$ cat config.mk
export PLATFORM = sky130hd
export DESIGN_NAME = cr16_control_fsm
export DESIGN_NICKNAME = d
export VERILOG_FILES = /design/src/rtl/cr16_control_fsm.sv
export SDC_FILE = /design/constraint.sdc
export NUM_CORES = 1
export LEC_CHECK = 0
export ABC_AREA = 1
export BUFFER_PORTS_ARGS = -buffer_cell sky130_fd_sc_hd__buf_2
export CAP_MARGIN = 10
export CORE_ASPECT_RATIO = 0.9
export CORE_UTILIZATION = 41
export CTS_BUF_LIST = sky130_fd_sc_hd__clkbuf_8
export CTS_CLUSTER_SIZE = 30
export DETAILED_ROUTE_END_ITERATION = 16
export PLACE_DENSITY = 0.78
export SYNTH_ARGS = -nofsm -noshare
export SYNTH_HDL_FRONTEND = slang
export SYNTH_SLANG_ARGS = --single-unit
export TNS_END_PERCENT = 50
$ cat constraint.sdc
create_clock -name clk -period 1.5 [get_ports clk]
set_clock_uncertainty 0.2 [all_clocks]
set_input_delay 0.15 -clock clk [delete_from_list [all_inputs] [get_ports clk]]
set_output_delay 0.15 -clock clk [all_outputs]
set_load 0.05 [all_outputs]
$ cat src/rtl/cr16_control_fsm.sv
// Multicycle control unit for the CR16-subset core: sequences fetch, decode,
// execute, memory and writeback, driving every datapath enable and mux select.
module cr16_control_fsm #(
    parameter int WIDTH   = 16,
    parameter int REGBITS = 4
) (
    input  logic             clk,
    input  logic             reset,
    input  logic [WIDTH-1:0] instr,
    input  logic [7:0]       PSROut,
    input  logic             memReady,
    output logic             PCEN,
    output logic             PSREN,
    output logic             nextInstruction,
    output logic             updateAddress,
    output logic             StoreReg,
    output logic             WriteData,
    output logic             regWrite,
    output logic             memWrite,
    output logic             ZeroExtend,
    output logic             PCinstruction,
    output logic             SrcB,
    output logic             shiftType,
    output logic [3:0]       ALUcond,
    output logic             JmpEN,
    output logic             BranchEN,
    output logic             JALEN,
    output logic [1:0]       chooseResult,
    output logic [3:0]       state
);

    typedef enum logic [3:0] {
        FETCH    = 4'd0,
        DECODE   = 4'd1,
        ALU_EX   = 4'd2,
        SHIFT_EX = 4'd3,
        LOAD_ADR = 4'd4,
        LOAD_WB  = 4'd5,
        STORE    = 4'd6,
        BRANCH   = 4'd7,
        JUMP     = 4'd8,
        JAL_LINK = 4'd9,
        JAL_JUMP = 4'd10
    } state_t;

    state_t curState_r;
    state_t nextState_s;

    logic [REGBITS-1:0] op_s;
    logic [REGBITS-1:0] cond_s;
    logic [REGBITS-1:0] ext_s;
    logic [REGBITS-1:0] aluOp_s;
    logic               condTrue_s;
    logic               unusedBits_s;

    assign op_s   = instr[15:12];
    assign cond_s = instr[11:8];
    assign ext_s  = instr[7:4];

    // Rsrc and the reserved flag bits play no part in control decode.
    assign unusedBits_s = ^{instr[3:0], PSROut[4:3], PSROut[1]};

    function automatic logic evalCond(input logic [3:0] cond, input logic c, input logic l,
                                      input logic f, input logic z, input logic n);
        logic result;
        case (cond)
            4'b0000: result = z;
            4'b0001: result = ~z;
            4'b0010: result = c;
            4'b0011: result = ~c;
            4'b0100: result = l;
            4'b0101: result = ~l;
            4'b0110: result = n;
            4'b0111: result = ~n;
            4'b1000: result = f;
            4'b1001: result = ~f;
            4'b1010: result = ~l & ~z;
            4'b1011: result = l | z;
            4'b1100: result = ~n & ~z;
            4'b1101: result = n | z;
            4'b1110: result = 1'b1;
            4'b1111: result = 1'b0;
            default: result = 1'b0;
        endcase
        return result;
    endfunction

    assign condTrue_s = evalCond(cond_s, PSROut[0], PSROut[2], PSROut[5], PSROut[6], PSROut[7]);
    assign aluOp_s    = (op_s == 4'b0000) ? ext_s : op_s;
    assign state      = curState_r;

    // State register; reset aborts whatever instruction is in flight.
    always_ff @(posedge clk or negedge reset) begin
        if (!reset) begin
            curState_r <= FETCH;
        end else begin
            curState_r <= nextState_s;
        end
    end

    // Next-state and output decode; everything is forced low while reset is held.
    always_comb begin
        nextState_s     = curState_r;
        PCEN            = 1'b0;
        PSREN           = 1'b0;
        nextInstruction = 1'b0;
        updateAddress   = 1'b0;
        StoreReg        = 1'b0;
        WriteData       = 1'b0;
        regWrite        = 1'b0;
        memWrite        = 1'b0;
        ZeroExtend      = 1'b0;
        PCinstruction   = 1'b0;
        SrcB            = 1'b0;
        shiftType       = 1'b0;
        ALUcond         = 4'b0000;
        JmpEN           = 1'b0;
        BranchEN        = 1'b0;
        JALEN           = 1'b0;
        chooseResult    = 2'b00;
        if (!reset) begin
            nextState_s = FETCH;
        end else begin
            case (curState_r)
                FETCH: begin
                    updateAddress = 1'b1;
                    if (memReady) begin
                        nextInstruction = 1'b1;
                        PCEN            = 1'b1;
                        PCinstruction   = 1'b1;
                        nextState_s     = DECODE;
                    end else begin
                        nextState_s = FETCH;
                    end
                end
                DECODE: begin
                    case (op_s)
                        4'b0000, 4'b0001, 4'b0010, 4'b0011,
                        4'b0101, 4'b1001, 4'b1011, 4'b1101, 4'b1111: nextState_s = ALU_EX;
                        4'b1000: nextState_s = SHIFT_EX;
                        4'b1100: nextState_s = BRANCH;
                        4'b0100: begin
                            case (ext_s)
                                4'b0000: nextState_s = LOAD_ADR;
                                4'b0100: nextState_s = STORE;
                                4'b1000: nextState_s = JAL_LINK;
                                4'b1100: nextState_s = JUMP;
                                default: nextState_s = FETCH;
                            endcase
                        end
                        default: nextState_s = FETCH;
                    endcase
                end
                ALU_EX: begin
                    ALUcond      = aluOp_s;
                    SrcB         = (op_s == 4'b0000);
                    ZeroExtend   = (op_s == 4'b0001) || (op_s == 4'b0010) || (op_s == 4'b0011);
                    chooseResult = 2'b01;
                    WriteData    = 1'b1;
                    PSREN        = 1'b1;
                    regWrite     = (aluOp_s != 4'b1011);
                    nextState_s  = FETCH;
                end
                SHIFT_EX: begin
                    shiftType    = ~ext_s[2];
                    chooseResult = 2'b00;
                    WriteData    = 1'b1;
                    regWrite     = 1'b1;
                    nextState_s  = FETCH;
                end
                LOAD_ADR: begin
                    nextState_s = memReady ? LOAD_WB : LOAD_ADR;
                end
                LOAD_WB: begin
                    regWrite    = 1'b1;
                    nextState_s = FETCH;
                end
                STORE: begin
                    StoreReg    = 1'b1;
                    memWrite    = 1'b1;
                    nextState_s = memReady ? FETCH : STORE;
                end
                BRANCH: begin
                    BranchEN    = 1'b1;
                    PCEN        = condTrue_s;
                    nextState_s = FETCH;
                end
                JUMP: begin
                    JmpEN       = 1'b1;
                    SrcB        = 1'b1;
                    PCEN        = condTrue_s;
                    nextState_s = FETCH;
                end
                JAL_LINK: begin
                    chooseResult = 2'b11;
                    WriteData    = 1'b1;
                    regWrite     = 1'b1;
                    nextState_s  = JAL_JUMP;
                end
                JAL_JUMP: begin
                    JALEN       = 1'b1;
                    PCEN        = 1'b1;
                    nextState_s = FETCH;
                end
                default: begin
                    nextState_s = FETCH;
                end
            endcase
        end
    end

endmodule
==> impl_metrics.toml, run 1 <==
[status]
toolErrorMsg = "[ERROR DPL-0038] Utilization greater than 100%, impossible to legalize"
haltStage = "4_1_cts"
outcome = "did not finish"

[synthesis]
synth_top_area_share_pct = 20.2
synth_seq_cells = 4
postSynthAreaPerCell_um2 = 5.07
ys_seq_area_share_pct = 14.2
synth_area_leaders = "nand2_1, dfrtp_1, inv_1, nor2_1, nand3_1"
synth_cell_types = 21
ys_warn_count = 0
synth_top_area_cell = "nand2_1"
synthCells = 139
synth_area_um2 = 704
syn-num-nets = 166

[die]
fp.dieH_um = 41.3
rows = 13
io_pins = 52
start_util_pct = 46.1
die_w_um = 45.7

[cts]
clock_path_buffers = 2
htree_levels = 1
cts.sinks = 4
cts_resized = 80
cts_buffers = 3
holdBufCountCts = 1
cts_root_buffer = "clkbuf_8"
postCtsSetupRepairBufs = 5

[placement]
io_buffers = 44
dp_hpwl_mm = 2.41
placed_area_mm2 = 0.00134
place_congestion = 0.916
stage by stage:
stage               hold slack, ns  setup TNS [ns]  util (%)  setup WS [ns]  instances
floorplan                   -0.346           -6.92         -         -0.490        139
global placement           -0.0788           -2.55      87.3         -0.281        238
detailed placement         -0.0714           -3.49      87.3         -0.333        238
logic make-up after synthesis:
family | count (synthesis) | share of synthesized area [%]
compound gates | 22 | 17.2
buf+inv | 29 | 16.5
flops | 4 | 14.2
simple gates | 84 | 52.0
cells in the mapped netlist:
master / n
nand2_1: 38
inv_1: 22
nor2_1: 22
nand3_1: 10
a21oi_1: 8
o21ai_0: 7
dfrtp_1: 4
inv_2: 4
a31oi_1: 3
nor3_1: 3
buf_4: 2
nand3b_1: 2
nand4_1: 2
nor2_2: 2
nor4_1: 2
o22ai_1: 2
o31ai_1: 2
buf_1: 1
nor2_4: 1
or2_1: 1
or2_2: 1
==> inputs of run 2 (changes only) <==
--- a/config.mk
+++ b/config.mk
@@ -8,12 +8,10 @@
 export ABC_AREA = 1
 export BUFFER_PORTS_ARGS = -buffer_cell sky130_fd_sc_hd__buf_2
 export CAP_MARGIN = 10
-export CORE_ASPECT_RATIO = 0.9
-export CORE_UTILIZATION = 41
-export CTS_BUF_LIST = sky130_fd_sc_hd__clkbuf_8
-export CTS_CLUSTER_SIZE = 30
+export CORE_AREA = 2 2 63 65
 export DETAILED_ROUTE_END_ITERATION = 16
-export PLACE_DENSITY = 0.78
+export DIE_AREA = 0 0 65 67
+export PLACE_DENSITY_LB_ADDON = 0.15
 export SYNTH_ARGS = -nofsm -noshare
 export SYNTH_HDL_FRONTEND = slang
 export SYNTH_SLANG_ARGS = --single-unit
==> impl_metrics.toml, run 2 <==
[status]
outcome = "finished with violations"
violations = "negative setup slack"

[cells_and_area]
post-route-util_pct = 49.2
drive_gt1_share_pct = 63.5
most-common-layout-cells = "buf_4, nand2_1, buf_6, buf_2, inv_1"
nets = 262
n_antenna_cell = 0
largest_reg_flops = 4
fin_cells = 281
final_common_cell = "buf_4"
flow.area_growth_from_synthesis_pct = 152

[cts]
cts_buffers = 3
htree_levels = 1
clk_pin_slew_ns = 0.03
cts_root_buffer = "clkbuf_8"
cts.sinks = 4
tritoncts = "yes"
clock_path_buffers = 2
insertion_delay_ns = 0.22

[sta]
fmaxAchievable_mhz = 536
setup_viol = 25
period_minus_slack_ns = 1.87
tightest_slew_ns = 0.279
slew_headroom_pct = 81.3
layout_setup_ws_ns = -0.367
slew_viol_final = 0
post-route-period-util_pct = 124
rsz0062_at_grt = "yes"
whs_ns = 0.0649
hold_violations = 0
tns_ns = -5.95

[synthesis]
synth_area_leaders = "nand2_1, dfrtp_1, inv_1, nor2_1, nand3_1"
synthCells = 139
ys.flop_type = "dfrtp_1"
syn-num-nets = 166
synth_edf_count = 0
synth_cell_types = 21
synth_top_area_cell = "nand2_1"
synth_area_um2 = 704
synth_seq_cells = 4
synth_top_area_share_pct = 20.2
ys_seq_area_share_pct = 14.2
postSynthAreaPerCell_um2 = 5.07
ys_warn_count = 0
synthTopCellsByCount = "nand2_1, inv_1, nor2_1, nand3_1, a21oi_1"
yosysMostFrequentCell = "nand2_1"
async_flop_share_pct = 100

[routing]
final_antenna_net_count = 0
vias = 1221
firstDrtPassIters = 4
wl_mm = 3.01
routedWlPerCell_um = 10.7
drt-initial-drc-count = 34
via_per_inst = 4.35
drc = 0

[die]
fp.dieH_um = 67
core_mm2 = 0.00361
die-area_mm2 = 0.00436
io_pins = 52
rows = 22
die_w_um = 65
start_util_pct = 19.5

[setup_path]
r2r_start = "state[1]"
end_kind = "output port"
crit_fanout = 4
cp_data_arrival_time_ns = 1.52
ff2ff_path_depth = 8
critPathKind = "register to output port"
start_kind = "register"
cp-startpoint = "state[2]"
cp.required_ns = 1.15
reg2reg_slack_ns = -0.13
r2r_end = "state[2]"

[pwr]
p_total_w = 0.000707
power_leakage_nw = 0.896
ir_drop_v = 0.000174
p_per_area_mw_per_mm2 = 398

[min_path]
hp-start = "memReady"
hold_depth = 3
worst_hold_path.endpoint = "state[0]"
hp-class = "input pin to register"

[grt]
grt_max_degree = 8
track_usage_pct = 14.8
grt_pass1_wl_mm = 5.15
grt.overflow.total = 0
antenna_found_initial = 0
first_global_vias = 1242

[run]
maxCapViolations = 0

[placement]
dp_hpwl_mm = 2.39
place_congestion = 0.812
placed_cells_incl_taps = 270
io_buffers = 44
-- run 2: routing by layer --
| layer | share of wire [%] | global-route usage (%) | wire (µm) |
|---|---|---|---|
| met5 | 0 | 0 | 0 |
| met4 | 0 | 3.99 | 0 |
| met3 | 4.3 | 1.52 | 129 |
| met2 | 51 | 26.7 | 1550 |
| met1 | 44 | 18.6 | 1330 |
-- run 2: cell families after synthesis --
logic type | share of synthesized area, %
AND/OR/NAND/NOR | 52.0
AO/OA/AOI/OAI | 17.2
buffers and inverters | 16.5
flip-flops | 14.2
-- run 2: power by group --
part           switching [W]  internal [W]
Combinational       0.000199      0.000161
Clock              0.0000566      0.000171
Sequential        0.00000761      0.000112
-- run 2: worst max-delay path by stage --
| stage | slack (ns) | depth (start not counted) | to |
|---|---|---|---|
| 6_report | -0.37 | 7 | updateAddress |
| 5_1_grt | -0.44 | 9 | ALUcond[3] |
| 3_5_place_dp | -0.26 | 8 | regWrite |
| 2_1_floorplan | -0.49 | 8 | ALUcond[3] |
| 4_1_cts | -0.35 | 9 | ALUcond[3] |
| 3_3_place_gp | -0.26 | 8 | regWrite |
-- run 2: through the flow --
step                      setup WS [ns]  area, µm²
final                            -0.367       1780
after global routing             -0.444       1780
after CTS                        -0.350       1640
after detailed placement         -0.260       1410
after global placement           -0.256       1410
after floorplan                  -0.490        843
-- run 2: cell type report --
| cell class | count | area (µm²) |
|---|---|---|
| multi-input combinational | 106 | 711 |
| tap | 48 | 60.1 |
| sequential | 4 | 105 |
| inverter | 26 | 110 |
| fill | 359 | 1830 |
| timing repair buffer | 94 | 748 |
| clock buffer | 3 | 41.3 |
-- run 2: repair_timing --
| action | in CTS | in global routing |
|---|---|---|
| gates resized for setup | 55 | 23 |
| hold endpoints to repair | 4 | 0 |
| setup buffers | 1 | 6 |
| pin swaps | 10 | 7 |
| hold buffers | 1 | 0 |
| setup endpoints to repair | 25 | 26 |
-- run 2: worst max-delay path, cell delays in order (launching register included) --
cell and delay, ns:
dfrtp_2 0.44, nor2_4 0.15, buf_4 0.12, buf_6 0.08
nand2_4 0.05, buf_4 0.14, nor3_4 0.12, buf_6 0.18
Power figures use the tool's default switching activity.
==> inputs of run 3 (changes only) <==
--- a/config.mk
+++ b/config.mk
@@ -12,6 +12,7 @@
 export DETAILED_ROUTE_END_ITERATION = 16
 export DIE_AREA = 0 0 65 67
 export PLACE_DENSITY_LB_ADDON = 0.15
+export RECOVER_POWER = 50
 export SYNTH_ARGS = -nofsm -noshare
 export SYNTH_HDL_FRONTEND = slang
 export SYNTH_SLANG_ARGS = --single-unit
==> impl_metrics.toml, run 3 (synthesis results as in run 2) <==
[cts]
htree_levels = 1
clock_path_buffers = 2
tritoncts = "yes"
cts.sinks = 4
cts_root_buffer = "clkbuf_8"
clk_pin_slew_ns = 0.03
insertion_delay_ns = 0.22
cts_buffers = 3

[die]
core_mm2 = 0.00361
io_pins = 52
die_w_um = 65
fp.dieH_um = 67
rows = 22
die-area_mm2 = 0.00436
start_util_pct = 19.5

[grt]
grtUsageMet1_pct = 18.6
use_met3_pct = 1.52
grt_max_degree = 8
use_met2_pct = 26.7
grt_busiest_layer = "met2"
track_usage_pct = 14.8
first_global_vias = 1242
antenna_found_initial = 0
grt.overflow.total = 0
grt_pass1_wl_mm = 5.15

[cells_and_area]
flow.area_growth_from_synthesis_pct = 152
n_antenna_cell = 0
drive_gt1_share_pct = 63.1
largest_reg_flops = 4
most-common-layout-cells = "buf_4, nand2_1, buf_6, buf_2, inv_1"
nets = 262
final_common_cell = "buf_4"

[sta]
layout_setup_ws_ns = -0.367
hold_violations = 0
slew_viol_final = 0
period_minus_slack_ns = 1.87
rsz0062_at_grt = "yes"
post-route-period-util_pct = 124
tns_ns = -5.96
slew_headroom_pct = 81.3
fmaxAchievable_mhz = 535
setup_viol = 25
tightest_slew_ns = 0.279

[routing]
drc = 0
final_antenna_net_count = 0
routedWlPerCell_um = 10.7
firstDrtPassIters = 4
drt-initial-drc-count = 35
via_per_inst = 4.35
wl_mm = 3.01
vias = 1223

[setup_path]
cp_slowest_stage_delay_ns = 0.44
cp_num_buf_inv = 4
cp.required_ns = 1.15
crit_fanout = 4
critPathKind = "register to output port"
worstPathCellList = "nor2_4, buf_4, buf_6, nand2_4, buf_4, nor3_4, buf_6"
cp-startpoint = "state[2]"
end_kind = "output port"
reg2reg_slack_ns = -0.13
start_kind = "register"
crit_slowest_cell = "dfrtp_2"
ff2ff_path_depth = 8
r2r_end = "state[2]"
cpLargestDelayFamily = "buffers and inverters"
cp_data_arrival_time_ns = 1.52
r2r_start = "state[1]"

[pwr]
p_per_area_mw_per_mm2 = 399
p_total_w = 0.000706
ir_drop_v = 0.000174
power_leakage_nw = 0.892

[placement]
dp_hpwl_mm = 2.39
io_buffers = 44
place_congestion = 0.812

[run]
maxCapViolations = 0

[min_path]
hp-class = "input pin to register"
hp-start = "memReady"
hold_depth = 3
worst_hold_path.endpoint = "state[0]"

[status]
outcome = "finished with violations"
violations = "negative setup slack"
==> run 3: tightest hold or removal path, delay by kind of cell <==
family          cells  cell delay [ns]
compound gates      1             0.06
buf+inv             1             0.13
simple gates        1             0.10
==> run 3: worst max-delay path by stage <==
stage | end | slack, ns | cells past startpoint
2_1_floorplan | ALUcond[3] | -0.49 | 8
3_3_place_gp | regWrite | -0.26 | 8
3_5_place_dp | regWrite | -0.26 | 8
4_1_cts | ALUcond[3] | -0.35 | 9
5_1_grt | ALUcond[3] | -0.44 | 9
6_report | updateAddress | -0.37 | 7
==> run 3: where the power goes <==
part | switching [W] | internal [W] | leakage [nW] | total [W]
clock network | 0.0000566 | 0.000171 | 0.0216 | 0.000228
registers | 0.00000761 | 0.000112 | 0.0484 | 0.000120
logic | 0.000199 | 0.000159 | 0.822 | 0.000358
total | 0.000263 | 0.000443 | 0.892 | 0.000706
==> run 3: what timing repair did <==
| item | 4_1_cts | 5_1_grt |
|---|---|---|
| pin swaps | 10 | 7 |
| setup endpoints to repair | 25 | 26 |
| resized for setup | 55 | 23 |
| endpoints found under the hold margin | 4 | 0 |
| hold buffers | 1 | 0 |
| setup buffers | 1 | 6 |
==> run 3: metal layers <==
layer | part of all wire, % | wire length (µm)
met5 | 0 | 0
met2 | 51 | 1550
met1 | 44 | 1330
met4 | 0 | 0
met3 | 4.3 | 129
==> run 3: cell type report <==
type                            instances  area [µm²]
Sequential cell                         4         105
Tap cell                               48        60.1
Fill cell                             361        1830
Clock buffer                            3        41.3
Timing Repair Buffer                   94         744
Inverter                               26         110
Multi-Input combinational cell        106         711
==> run 3: per-stage QoR <==
stage | cell area (µm²) | cells | worst slack, ns | util [%] | hold WS (ns)
2_1_floorplan | 843 | 139 | -0.490 | - | -0.346
3_3_place_gp | 1410 | 270 | -0.256 | 39.2 | -0.0714
3_5_place_dp | 1410 | 270 | -0.260 | 39.2 | -0.0685
4_1_cts | 1640 | 275 | -0.350 | 45.6 | 0.0582
5_1_grt | 1770 | 281 | -0.444 | 49.1 | 0.0799
6_report | 1770 | 281 | -0.367 | 49.1 | 0.0649
==> inputs of run 4 (changes only) <==
==> constraint.sdc (replaced) <==
create_clock -name clk -period 1.63 [get_ports clk]
set_clock_uncertainty 0.2 [all_clocks]
set_input_delay 0.163 -clock clk [delete_from_list [all_inputs] [get_ports clk]]
set_output_delay 0.163 -clock clk [all_outputs]
set_load 0.05 [all_outputs]
==> impl_metrics.toml, run 4 (synthesis results as in run 2) <==
[pwr]
p_comb_share_pct = 48.9
ir_drop_v = 0.000137
sw_frac_of_total_pct = 37.3
power_frac_seq_pct = 17.9
p_per_area_mw_per_mm2 = 369
switching_power_w = 0.000230
clkPwrFrac_pct = 33.2
p_int_w = 0.000388
power_leakage_nw = 0.840

[routing]
wl_mm = 2.93
firstDrtPassIters = 4
final_antenna_net_count = 0
drc = 0
via_per_inst = 4.46
routedWlPerCell_um = 10.8
vias = 1208
drt-initial-drc-count = 18

[setup_path]
cp_slowest_stage_delay_ns = 0.45
cpLargestDelayFamily = "buffers and inverters"
end_kind = "output port"
reg2reg_slack_ns = -0.08
cp_data_arrival_time_ns = 1.50
worstPathCellList = "inv_4, nor2_4, inv_2, nor2_4, nand2_4, clkinvlp_4, nand2_2, clkinvlp_4, buf_8"
r2r_end = "state[2]"
cp.required_ns = 1.27
start_kind = "register"
crit_slowest_cell = "dfrtp_2"
cp_num_buf_inv = 5
crit_fanout = 7
r2r_start = "state[2]"
critPathKind = "register to output port"
ff2ff_path_depth = 8

[cells_and_area]
fin_area_mm2 = 0.00168
fin_cells = 271
flow.area_growth_from_synthesis_pct = 138
nets = 252
drive_gt1_share_pct = 60.1
most-common-layout-cells = "buf_4, nand2_1, buf_2, inv_1, buf_6"
largest_reg_flops = 4
final_common_cell = "buf_4"
n_antenna_cell = 0

[sta]
slew_viol_final = 0
setup_viol = 24
fmaxAchievable_mhz = 537
period_minus_slack_ns = 1.86
slew_headroom_pct = 79.2
post-route-period-util_pct = 114
tightest_slew_ns = 0.312
hold_violations = 0
layout_setup_ws_ns = -0.231
rsz0062_at_grt = "yes"

[grt]
grt_max_degree = 8
antenna_found_initial = 0
track_usage_pct = 13.9
grt_pass1_wl_mm = 4.80
grt.overflow.total = 0
first_global_vias = 1190

[cts]
htree_levels = 1
cts.sinks = 4
cts_root_buffer = "clkbuf_8"
insertion_delay_ns = 0.21
cts_buffers = 3
clock_path_buffers = 2
tritoncts = "yes"
clk_pin_slew_ns = 0.03

[die]
rows = 22
start_util_pct = 19.5
io_pins = 52
fp.dieH_um = 67
core_mm2 = 0.00361
die_w_um = 65
die-area_mm2 = 0.00436

[placement]
place_ws_ns = -0.185
placed_area_mm2 = 0.00136
placed_cells_incl_taps = 263
place_congestion = 0.855
dp_hpwl_mm = 2.39
io_buffers = 44

[min_path]
worst_hold_path.endpoint = "state[0]"
hp-class = "input pin to register"
hp-start = "memReady"
hold_depth = 3

[run]
maxCapViolations = 0

[status]
outcome = "finished with violations"
violations = "negative setup slack"
run 4: cell count changes in the layout (fill, tap and decap cells not counted), sizes merged:
cell,before,now
buf,92,83
clkbuf,4,3
run 4: final cells by class:
class                   instances  area (µm²)
inverters                      26         110
clock buffers                   3        41.3
repair buffers                 84         669
flip-flops and latches          4         105
multi-input cells             106         691
fillers                       374        1930
well taps                      48        60.1
run 4: routing by layer:
metal  wire length [µm]  global-route usage (%)  part of all wire (%)
met4                 37                    5.85                   1.3
met5                  0                       0                     0
met2               1490                    24.7                    51
met3                131                    1.52                   4.5
met1               1270                    17.0                    43
run 4: power by group through the flow:
stage | logic [W] | clock network [W] | registers (W)
after detailed placement | 0.000269 | 0 | 0.000111
after global routing | 0.000330 | 0.000219 | 0.000111
after CTS | 0.000297 | 0.000212 | 0.000110
after floorplan | 0.000137 | 0 | 0.000120
after global placement | 0.000267 | 0 | 0.000111
final | 0.000303 | 0.000205 | 0.000111
run 4: through the flow:
stage | utilization [%] | TNS, ns | power (W) | hold WS, ns
4_1_cts | 44.1 | -3.38 | 0.000618 | 0.0423
3_3_place_gp | 37.7 | -0.903 | 0.000378 | -0.190
3_5_place_dp | 37.7 | -1.08 | 0.000380 | -0.190
6_report | 46.5 | -3.36 | 0.000618 | 0.0753
5_1_grt | 46.5 | -5.43 | 0.000660 | 0.0769
2_1_floorplan | - | -4.30 | 0.000258 | -0.333
run 4: worst max path at each step:
| stage | start | endpoint | slack, ns | cells after the start |
|---|---|---|---|---|
| final | state[1] | ALUcond[3] | -0.23 | 9 |
| after global routing | state[3] | PCEN | -0.30 | 9 |
| after CTS | state[1] | ALUcond[3] | -0.23 | 9 |
| after detailed placement | instr[14] | regWrite | -0.18 | 8 |
| after global placement | instr[14] | regWrite | -0.16 | 8 |
| after floorplan | state[1] | ALUcond[3] | -0.37 | 8 |
run 4: worst register-to-register path: stages, from the launching register on:
cell and delay [ns]:
dfrtp_2 0.45, nor2_4 0.13, inv_2 0.07, buf_4 0.13
buf_4 0.12, nor3_2 0.09, buf_4 0.14, nand4_1 0.11
a31oi_1 0.17
run 4: repair_timing:
action / 4_1_cts / 5_1_grt
hold buffers: 1 / 0
buffers inserted: 4 / 1
hold endpoints to repair: 4 / 0
pin swaps: 4 / 6
gates resized for setup: 50 / 23
setup endpoints to repair: 22 / 25
